===== src/rtl/tmds_pkg.sv =====
// Shared constants and helpers for the DVI TMDS encoder: control symbols,
// symbol and disparity widths, and a byte popcount.
package tmds_pkg;

    localparam int CNT_W = 5;
    localparam int SYM_W = 10;

    localparam logic [SYM_W-1:0] CTRL_00 = 10'h354;
    localparam logic [SYM_W-1:0] CTRL_01 = 10'h0AB;
    localparam logic [SYM_W-1:0] CTRL_10 = 10'h154;
    localparam logic [SYM_W-1:0] CTRL_11 = 10'h2AB;

    function automatic logic [3:0] popcount8(input logic [7:0] v);
        logic [3:0] n;
        n = 4'd0;
        for (int i = 0; i < 8; i++) begin
            n = n + {3'b000, v[i]};
        end
        return n;
    endfunction

endpackage


===== src/rtl/tmds_channel.sv =====
// One TMDS channel: transition minimisation (stage 1) followed by DC balancing
// with a running disparity counter and control-symbol insertion (stage 2).
module tmds_channel
    import tmds_pkg::*;
(
    input  logic             clk,
    input  logic             rst,
    input  logic [7:0]       d,
    input  logic [1:0]       c,
    input  logic             de,
    output logic [SYM_W-1:0] q
);

    logic [3:0]              n1d_s;
    logic                    use_xnor_s;
    logic [8:0]              qm_s;
    logic [8:0]              qm_r;
    logic [3:0]              n1_r;
    logic                    de_r;
    logic [1:0]              c_r;
    logic signed [CNT_W-1:0] cnt_r;
    logic signed [CNT_W-1:0] cnt_nxt_s;
    logic signed [CNT_W-1:0] n1_sx_s;
    logic signed [CNT_W-1:0] bal_s;
    logic [SYM_W-1:0]        q_nxt_s;

    // Stage 1 combinational: XOR/XNOR chain chosen to minimise transitions
    always_comb begin
        n1d_s      = popcount8(d);
        use_xnor_s = (n1d_s > 4'd4) || ((n1d_s == 4'd4) && (d[0] == 1'b0));
        qm_s       = 9'd0;
        qm_s[0]    = d[0];
        for (int i = 1; i < 8; i++) begin
            if (use_xnor_s) begin
                qm_s[i] = ~(qm_s[i-1] ^ d[i]);
            end else begin
                qm_s[i] = qm_s[i-1] ^ d[i];
            end
        end
        qm_s[8] = ~use_xnor_s;
    end

    // Stage 1 register: q_m, its ones count, and the aligned DE/control bits
    always_ff @(posedge clk or posedge rst) begin
        if (rst) begin
            qm_r <= 9'd0;
            n1_r <= 4'd0;
            de_r <= 1'b0;
            c_r  <= 2'b00;
        end else begin
            qm_r <= qm_s;
            n1_r <= popcount8(qm_s[7:0]);
            de_r <= de;
            c_r  <= c;
        end
    end

    // Stage 2 combinational: choose inversion to steer disparity toward zero
    always_comb begin
        n1_sx_s   = $signed({1'b0, n1_r});
        // bal_s is N1 - N0; 5-bit wrap is harmless as the result stays in range
        bal_s     = n1_sx_s + n1_sx_s - 5'sd8;
        q_nxt_s   = CTRL_00;
        cnt_nxt_s = cnt_r;
        if (!de_r) begin
            case (c_r)
                2'b00:   q_nxt_s = CTRL_00;
                2'b01:   q_nxt_s = CTRL_01;
                2'b10:   q_nxt_s = CTRL_10;
                2'b11:   q_nxt_s = CTRL_11;
                default: q_nxt_s = CTRL_00;
            endcase
            cnt_nxt_s = 5'sd0;
        end else if ((cnt_r == 5'sd0) || (bal_s == 5'sd0)) begin
            if (qm_r[8]) begin
                q_nxt_s   = {2'b01, qm_r[7:0]};
                cnt_nxt_s = cnt_r + bal_s;
            end else begin
                q_nxt_s   = {2'b10, ~qm_r[7:0]};
                cnt_nxt_s = cnt_r - bal_s;
            end
        end else if (((cnt_r > 5'sd0) && (bal_s > 5'sd0)) ||
                     ((cnt_r < 5'sd0) && (bal_s < 5'sd0))) begin
            q_nxt_s   = {1'b1, qm_r[8], ~qm_r[7:0]};
            cnt_nxt_s = cnt_r - bal_s + (qm_r[8] ? 5'sd2 : 5'sd0);
        end else begin
            q_nxt_s   = {1'b0, qm_r[8], qm_r[7:0]};
            cnt_nxt_s = cnt_r + bal_s - (qm_r[8] ? 5'sd0 : 5'sd2);
        end
    end

    // Stage 2 register: output symbol and running disparity
    always_ff @(posedge clk or posedge rst) begin
        if (rst) begin
            q     <= CTRL_00;
            cnt_r <= 5'sd0;
        end else begin
            q     <= q_nxt_s;
            cnt_r <= cnt_nxt_s;
        end
    end

endmodule


===== src/rtl/tmds_encoder.sv =====
// Three-channel TMDS encoder; syncs ride on the blue channel's control bits,
// green and red carry 00 during blanking.
module tmds_encoder
    import tmds_pkg::*;
(
    input  logic             clk,
    input  logic             rst,
    input  logic [7:0]       red_in,
    input  logic [7:0]       green_in,
    input  logic [7:0]       blue_in,
    input  logic             hsync_in,
    input  logic             vsync_in,
    input  logic             de_in,
    output logic [SYM_W-1:0] tmds_blue,
    output logic [SYM_W-1:0] tmds_green,
    output logic [SYM_W-1:0] tmds_red
);

    tmds_channel u_ch0_blue (
        .clk (clk),
        .rst (rst),
        .d   (blue_in),
        .c   ({vsync_in, hsync_in}),
        .de  (de_in),
        .q   (tmds_blue)
    );

    tmds_channel u_ch1_green (
        .clk (clk),
        .rst (rst),
        .d   (green_in),
        .c   (2'b00),
        .de  (de_in),
        .q   (tmds_green)
    );

    tmds_channel u_ch2_red (
        .clk (clk),
        .rst (rst),
        .d   (red_in),
        .c   (2'b00),
        .de  (de_in),
        .q   (tmds_red)
    );

endmodule

===== config.mk =====
export PLATFORM = sky130hd
export DESIGN_NAME = tmds_encoder
export DESIGN_NICKNAME = d
export VERILOG_FILES = /design/src/rtl/tmds_pkg.sv /design/src/rtl/tmds_channel.sv /design/src/rtl/tmds_encoder.sv
export SDC_FILE = /design/constraint.sdc
export NUM_CORES = 1
export LEC_CHECK = 0
export ABC_AREA = 1
export BUFFER_PORTS_ARGS = -buffer_cell sky130_fd_sc_hd__clkbuf_2
export CAP_MARGIN = 20
export CORE_MARGIN = 4
export CORE_UTILIZATION = 65
export DETAILED_ROUTE_END_ITERATION = 10
export HOLD_SLACK_MARGIN = 0.12
export PLACE_DENSITY_LB_ADDON = 0.05
export SYNTH_ARGS = -nofsm -noshare
export SYNTH_HDL_FRONTEND = slang
export SYNTH_SLANG_ARGS = --single-unit

===== constraint.sdc =====
create_clock -name clk -period 8.8 [get_ports clk]
set_clock_uncertainty 0.2 [all_clocks]
set_input_delay 1.76 -clock clk [delete_from_list [all_inputs] [get_ports clk]]
set_output_delay 1.76 -clock clk [all_outputs]
set_load 0.005 [all_outputs]

==> results of run 1 <==
[layer usage]
metal  track usage [%]  share of wire [%]  vias to the layer above
met1              31.4                 46                     2262
met4              6.84                1.5                        0
met5                 0                  0                        -
met2              40.3                 49                      105
met3              3.18                4.0                       16
li1                  -                  -                     2396
[cells in the final DEF, fill, tap and decap left out, drive strengths merged, types with 7 or more instances in the layout]
master,instances
nand2,182
inv,161
dfrtp,69
clkbuf,67
nand3,64
ha,61
nor2,50
o21ai,32
fa,27
a21oi,18
xor2,15
dfstp,15
xnor2,13
nand4,9
nand3b,7
[cells in the mapped netlist (all sizes together)]
| cell type | count | area share, % |
|---|---|---|
| nand3b | 7 | 0.92 |
| inv | 158 | 9.9 |
| nand4 | 9 | 0.92 |
| o211ai | 4 | 0.49 |
| clkinv | 1 | 0.061 |
| o21ai | 32 | 3.0 |
| xnor2 | 13 | 2.0 |
| o21bai | 3 | 0.79 |
| nand2 | 182 | 13 |
| ha | 61 | 12 |
| nor2 | 50 | 3.6 |
| clkbuf | 1 | 0.12 |
| xor2 | 15 | 2.1 |
| dfrtp | 69 | 28 |
| a21oi | 18 | 1.5 |
| nand3 | 64 | 5.5 |
| a31oi | 1 | 0.10 |
| fa | 27 | 8.8 |
| buf | 5 | 0.53 |
| dfstp | 15 | 6.4 |
| and2 | 1 | 0.10 |
[sequential cells by signal, summed over array words and instances (netlist names), 9 cells and up]
| signal | count |
|---|---|
| u_ch0_blue.q | 10 |
| u_ch1_green.q | 10 |
| u_ch2_red.q | 10 |
| u_ch0_blue.qm_r | 9 |
| u_ch1_green.qm_r | 9 |
| u_ch2_red.qm_r | 9 |
[worst max-delay path by stage]
stage / slack (ns) / cells after the start / end / startpoint
2_1_floorplan: 1.91 / 21 / u_ch2_red.n1_r[1] / red_in[0]
3_3_place_gp: 1.66 / 22 / u_ch2_red.n1_r[1] / red_in[0]
3_5_place_dp: 1.52 / 22 / u_ch1_green.n1_r[1] / green_in[0]
4_1_cts: 1.90 / 22 / u_ch1_green.n1_r[1] / green_in[0]
5_1_grt: 1.57 / 22 / u_ch1_green.n1_r[1] / green_in[0]
6_report: 1.89 / 22 / u_ch1_green.n1_r[1] / green_in[0]
[worst min-delay path: stages (launching register included)]
cell and delay, ns:
dfrtp_1 0.36, nand2_2 0.06, nand3_2 0.05
[logic make-up after synthesis]
| kind of cell | Yosys count | synth area share (%) |
|---|---|---|
| AO/OA/AOI/OAI | 58 | 5.88 |
| adder cells (fa/ha/maj) | 88 | 21.2 |
| XOR/XNOR | 28 | 4.11 |
| flip-flops | 84 | 34.5 |
| buffers and inverters | 165 | 10.6 |
| AND/OR/NAND/NOR | 313 | 23.7 |
[area by class of cell]
cell class	count	area (sq um)	share of cell area [%]
multi-input combinational	487	3370	49.8
sequential	84	2120	31.3
clock inverter	7	57.6	0.849
inverter	159	611	9.00
clock buffer	9	124	1.83
tap	129	161	2.38
timing repair buffer	61	333	4.91
[power by group through the flow]
stage	Clock (mW)	Sequential [mW]	Combinational, mW
after global placement	0	0.659	1.78
final	0.258	0.660	1.88
after CTS	0.265	0.659	1.88
after detailed placement	0	0.666	1.87
after floorplan	0	0.650	1.45
after global routing	0.283	0.679	2.15
==> results list, run 1 <==
- Status: completed
- Number of levels in the clock H-tree: 3
- CTS root buffer: clkbuf_8
- Resized Gates After CTS: 0
* Worst max-slew margin expressed relative to the limit: between 50% and 60%
* Depth of the most critical reg-to-reg path: 4
- The die is 105 um wide.
- Overall power consumption: around 2.8 mW
- Worst-margin pin slew: about 0.65 ns
- Delay of the slowest cell on the worst path: between 0.4 and 0.5 ns
- Wire length of the first global-routing pass: 21400 um
- TritonCTS created 9 clock buffers.
- For this run the aggregate overflow at the end of global routing stands at 0.
* Core Area: slightly above 9000 sq um
- In the finished design, the share of the clock period the worst path needs comes to around 80%.
* Switching part of the total power: about half
* Cell-by-cell trace of the critical path: clkbuf_2 -> ha_1 -> inv_1 -> fa_1 -> fa_1 -> inv_1 -> fa_1 -> fa_1 -> nor2_1 -> nand2_1 -> nand2_1 -> nand3_1 -> xor2_1 -> ha_1 -> inv_1 -> fa_1 -> inv_1 -> fa_1 -> fa_1 -> inv_1 -> fa_1 -> inv_1
- During placement, the flow inserted port buffers numbering just under 60.
- Vias in the first global route: 4829
* CTS tree: built
* Startpoint of the tightest hold check path: u_ch2_red.qm_r[4]
- The die is about 110 um tall.
- Hold is met by between 0.2 and 0.3 ns.
* Number of instances in the synthesized netlist: between 700 and 800
- The initial utilization of the core area, before any placement, comes to 66.5%.
- Highest ir drop seen on vdd: between 0.1 and 0.15 mV
- Proportion of power drawn by the clock network: roughly 9.2%
- STA classifies the critical path startpoint as an input pin.
- Entering global routing, the biggest net connects between 80 and 90 pins.
- Routed wire per std cell: 13.0 um
- Post-CTS setup buffer count: 0
- In the routed layout, each cell is associated on average with a via count of 5.11.
- Including well taps, the total number of placed cells is between 900 and 1000.
- Largest buffer count on any clock path: 2
- The final hold violation count came to 0.
- The die covers 11100 sq um.
- Timing-limited maximum frequency: ~140 MHz
- Kind of capture point of the worst setup path: register
- Number of sinks handled by clock tree synthesis: 84
- At the worst endpoint, the arrival time is 7.01 ns.
* Fraction of final layout cells sized beyond drive strength 1: 19.2%
- Routed vias: between 4000 and 5000
- Yosys printed 0 warnings.
- OpenSTA, run right after detailed placement, puts the worst setup slack at 1.52 ns.
* Worst hold stages: 2
- Post-route ant nets: 0
- Unrepaired setup endpoints after global routing: no
- Portion of the post-synthesis area used by sequential elements: 34.5%
- Post-detailed-route DRC marker count: 0
- Summing all placed instances gives a cell area of around 6600 sq um.
- The analysis attributes to cell leakage a power of 3.81 nW.
- After routing the design area is between 6000 and 7000 sq um.
- Dominant delay contributor by cell family on the critical path: adder cells
- Net count reported at finish: 919
* Number of max-capacitance violations reported: 0
* Post-Synthesis Cell Area: between 6000 and 7000 sq um
- Counting both buffers and inverters, the worst setup path holds a total of 7.
- By startpoint and endpoint, the worst setup path is classified as input pin to register.
- Data on the critical path is required at its endpoint by roughly 8.9 ns.
* Total Routed Length: about 12000 um
- The first detailed-routing pass took 5 iterations.
- In this run the critical register-to-register path is captured at u_ch0_blue.q[8].
- Weighted congestion at the end of routability-driven global placement: 0.872
- Worst hold-check path type: register to register
- Final core utilization: between 70% and 80%
* Count of boundary I/O pins: between 50 and 60
- The worst path in the final design needs a cycle of between 6 and 7 ns, including I/O delays and setup.
* Flops & latches, synth: 84
* Final std cells w/o fill: 936
- Slack of the worst reg-to-reg path: roughly 6.6 ns
- The slowest stage of the critical path belongs to the cell fa_1.
* Antenna violations before repair: 0
- Source-to-sink clock delay at the later pin of the worst-skew pair: ~0.36 ns
- The startpoint identified for the worst register-to-register timing path is u_ch2_red.de_r.
- In this run, the number of DRC markers left after iteration 0 of detailed routing was roughly 160.
- Registers are responsible for between 20% and 30% of the overall power.
- Synth-to-Final Area Change: 10.4%
- Combinational logic burns between 60% and 70% of the power.
- After clock tree synthesis, the clock-pin slew on the worst setup and hold paths is 0.09 ns.
- Synthesized Nets: about 850
- The final number of max-transition violations is 0.
* # diodes: 0
- Most frequent cell on the critical path: fa_1
* Internal power: roughly 1.4 mW
- Hold EP: u_ch2_red.q[4]
- Site row count: 35
- Mean instance size in the synthesized netlist: roughly 8.3 sq um
- Adding up every negative setup slack in the final design gives 0 ns.
- After clock tree synthesis, the flow added hold-fix buffers numbering 0.
- After filler insertion, the fill cell instance count of the layout stands at between 600 and 700.
- In this run the power spent charging and discharging nets is ~1.4 mW.
- Hpwl dp: slightly below 10000 um
- CP max FO: 4
- Power per cell area: about 410 nW/um^2
* GRT Overall Usage: 23.5%
- Setup slack closes at between 1.5 and 2 ns.
- Distinct cell type count after synthesis: 37
- Count of final setup violators: 0
Power figures use the tool's default switching activity.
==> run 2, diff against run 1 <==
--- a/config.mk
+++ b/config.mk
@@ -9,7 +9,7 @@
 export BUFFER_PORTS_ARGS = -buffer_cell sky130_fd_sc_hd__clkbuf_2
 export CAP_MARGIN = 20
 export CORE_MARGIN = 4
-export CORE_UTILIZATION = 65
+export CORE_UTILIZATION = 55
 export DETAILED_ROUTE_END_ITERATION = 10
 export HOLD_SLACK_MARGIN = 0.12
 export PLACE_DENSITY_LB_ADDON = 0.05
==> constraint.sdc (replaced) <==
create_clock -name clk -period 6.3 [get_ports clk]
set_clock_uncertainty 0.2 [all_clocks]
set_input_delay 1.26 -clock clk [delete_from_list [all_inputs] [get_ports clk]]
set_output_delay 1.26 -clock clk [all_outputs]
set_load 0.005 [all_outputs]
==> run 2 against run 1 <==
  * Via count grew 0.31%
  * Design area grew 1.5%
  * Non-clock buffer count grew 8
  * Wire length grew 1.3%
  * Critical endpoint unchanged
  * Largest cell class unchanged
  * Largest power group unchanged
==> results list, run 2 (same netlist as run 1, synthesis figures left out) <==
- The flow ran to the end, and the final reports show no timing, DRC or antenna violations.
- The part of the total power dissipated in the clock network is 10.0% (+0.8 points).
- The least setup slack across all paths after layout is 0.176 ns (-1.72 ns).
- The area used by multi-input combinational logic came to 3410 sq um (+0.96%).
* Net count reported at finish: 927 (+0.87%)
- The total placed cells including tap cells came to 939 (+2.2%).
- The area taken by flip-flops and latches came to 2120 sq um (unchanged).
- The number of antenna-violating nets in the routed design is 0 (unchanged).
* Effective utilization at floorplan: 56.4% (-10 points)
- Vias in the first global route: 4873 (+0.91%)
- Worst hold-check path type: register to register
- Overflow left after global routing: 0 (unchanged)
* Clock-pin slew on the worst setup and hold paths: 0.09 ns (about the same)
- CTS tree: built
- Die Y: 114 um (+8.0%)
- The switching part of the total power was 49.3% (-1.3 points).
- Leaving out fill and tap cells, the most frequent cell in the layout is nand2_1.
* Total Routed Length: 12300 um (+1.3%)
* Fill cell count: 942 (+35%)
* Fraction of final layout cells sized beyond drive strength 1: 20.7% (+1.5 points)
* Final std cells w/o fill: 955 (+2.0%)
- The DRC violation total after the first TritonRoute iteration came to 213 (+31%).
- The placer's final routability congestion estimate was 0.840 (-3.7%).
* Timing-limited maximum frequency: 163 MHz
- The top cell types in the final layout, fill and taps aside, are nand2_1 (159), inv_1 (142), dfrtp_1 (69).
* CP max FO: 2 (-2)
- The final hold violation count came to 0 (unchanged).
- The overall die area came to 12900 sq um (+17%).
- Final period demand of the worst path: 6.12 ns
- The final hold slack was 0.287 ns (-0.00759 ns).
* Number of max-capacitance violations reported: 0 (unchanged)
- The clock insertion delay at the later pin of the skew report was 0.37 ns (about the same).
- The post-route DRC violation count is 0 (unchanged).
- The tree is rooted in a clkbuf_8.
* # diodes: 0 (unchanged)
- The final number of max-transition violations is 0 (unchanged).
- Pre-antenna DRT Iters: 4 (-1)
- In the finished design, the share of the clock period the worst path needs comes to a little over nine tenths.
- Worst max-slew margin expressed relative to the limit: 55.8% (-0.42 points)
- Crit start category: input pin
- The number of rows created at floorplan was 38 (+8.6%).
- Class of the most critical setup path: input pin to register
- The total power draw came to 3.93 mW (+40%).
* Critical path arrival: 6.24 ns (-0.77 ns)
- The count of H-tree levels built during CTS came to 3 (unchanged).
- The number of antenna violations at the first check in global routing came to 0 (unchanged).
- Via/cell ratio: 5.02 (-1.7%)
- Count of boundary I/O pins: 59 (unchanged)
- Area after detailed placement: 6680 sq um (+1.6%)
* Number of buffers inserted during clock tree synthesis: 9 (unchanged)
* Cell area after layout: 6880 sq um (+1.5%)
* Kind of capture point of the worst setup path: register
- Net switching power figure: 1.94 mW (+37%)
- Routed vias: 4794 (+0.31%)
- Final core utilization: 63.2% (-10 points)
- Largest buffer count on any clock path: 2 (unchanged)
- The die extent in x is 114 um (+8.0%).
- The global-route total usage across every layer came to 20.5% (-3.0 points).
* Internal power: 1.99 mW (+44%)
- The static leakage power was 3.87 nW (+1.4%).
- Core Area: 10900 sq um (+18%)
- Synth-to-Final Area Change: 12.0%
- The transition time at the pin with the least slew margin was 0.655 ns (+0.00621 ns).
- Registers with the most flip-flops: u_ch0_blue.q (10), u_ch1_green.q (10), u_ch2_red.q (10)
- The clock sink total came to 84 (unchanged).
* Hpwl dp: 9920 um (+3.1%)
- The final sum of negative setup slack is 0 ns (unchanged).
* Highest ir drop seen on vdd: 0.317 mV (+130%)
- Wire length of the first global-routing pass: 21300 um (-0.64%)
* Worst path required time: 6.42 ns (-2.48 ns)
* Combinational share of power: 66.4% (-0.8 points)
- Number of port buffers: 58 (unchanged)
* Post-Place Worst Slack: -0.234 ns (-1.75 ns)
- Largest net degree at the start of global routing: 52 (-39%)
- The per-cell routed wire length is 12.9 um (-0.70%).
- Power per cell area: 571 nW/um^2 (+38%)
- The power share of the sequential group came to 23.6% (about the same).
- The setup violation total in the final timing report came to 0 (unchanged).
==> run 2: cell count changes in the layout (fill, tap and decap cells not counted), moves of 2 or more <==
cell        change
inv_6           -3
clkbuf_1        +2
buf_4           +9
fa_1            -4
fa_2            +4
clkinvlp_4      -2
nand3_1         -3
nand3_2         +3
==> run 2: what timing repair did <==
| item | 4_1_cts | 5_1_grt |
|---|---|---|
| resized for setup | 0 | 2 |
| hold buffers | 0 | 0 |
| endpoints found under the setup margin | 0 | 3 |
| buffers inserted | 0 | 0 |
==> run 2: power groups by stage <==
stage	clock network (mW)	registers, mW	logic (mW)
3_3_place_gp	0	0.932	2.52
4_1_cts	0.402	0.928	2.64
3_5_place_dp	0	0.935	2.63
6_report	0.391	0.927	2.61
2_1_floorplan	0	0.908	2.03
5_1_grt	0.426	0.952	3.03
==> run 2: critical path, cell delays in order <==
cell,delay (ns)
clkbuf_2,0.09
ha_1,0.30
inv_1,0.07
fa_1,0.42
fa_1,0.49
inv_1,0.05
fa_1,0.40
fa_1,0.45
nor2_1,0.12
nand2_1,0.07
nand2_1,0.09
nand3_2,0.08
xor2_1,0.16
ha_1,0.28
inv_1,0.05
fa_1,0.47
inv_1,0.05
fa_1,0.47
fa_2,0.35
inv_1,0.08
fa_1,0.40
inv_1,0.06
==> run 2: path summary, 6_finish.rpt <==
| kind | start | end | slack [ns] | cells after the start |
|---|---|---|---|---|
| min | u_ch2_red.qm_r[6] | u_ch2_red.q[6] | 0.29 | 2 |
| max reg2reg | u_ch2_red.n1_r[0] | u_ch2_red.cnt_r[3] | 4.11 | 8 |
| max | green_in[0] | u_ch1_green.n1_r[1] | 0.18 | 22 |
| max in group asynchronous | rst | u_ch0_blue.qm_r[4] | 4.12 | 3 |
| min in group asynchronous | rst | u_ch2_red.de_r | 0.71 | 2 |
| min reg2reg | u_ch2_red.qm_r[6] | u_ch2_red.q[6] | 0.29 | 2 |
==> run 2: final cells by class <==
type	instances	area share (%)
inverter	159	8.87
tap	140	2.55
sequential	84	30.8
clock buffer	12	2.11
timing repair buffer	69	5.42
clock inverter	4	0.709
multi-input combinational	487	49.5
==> run 2: layer usage <==
metal	part of all wire [%]	track usage, %
met4	2.2	7.77
met1	44	25.5
met5	0	0
met3	3.7	3.61
met2	50	35.7
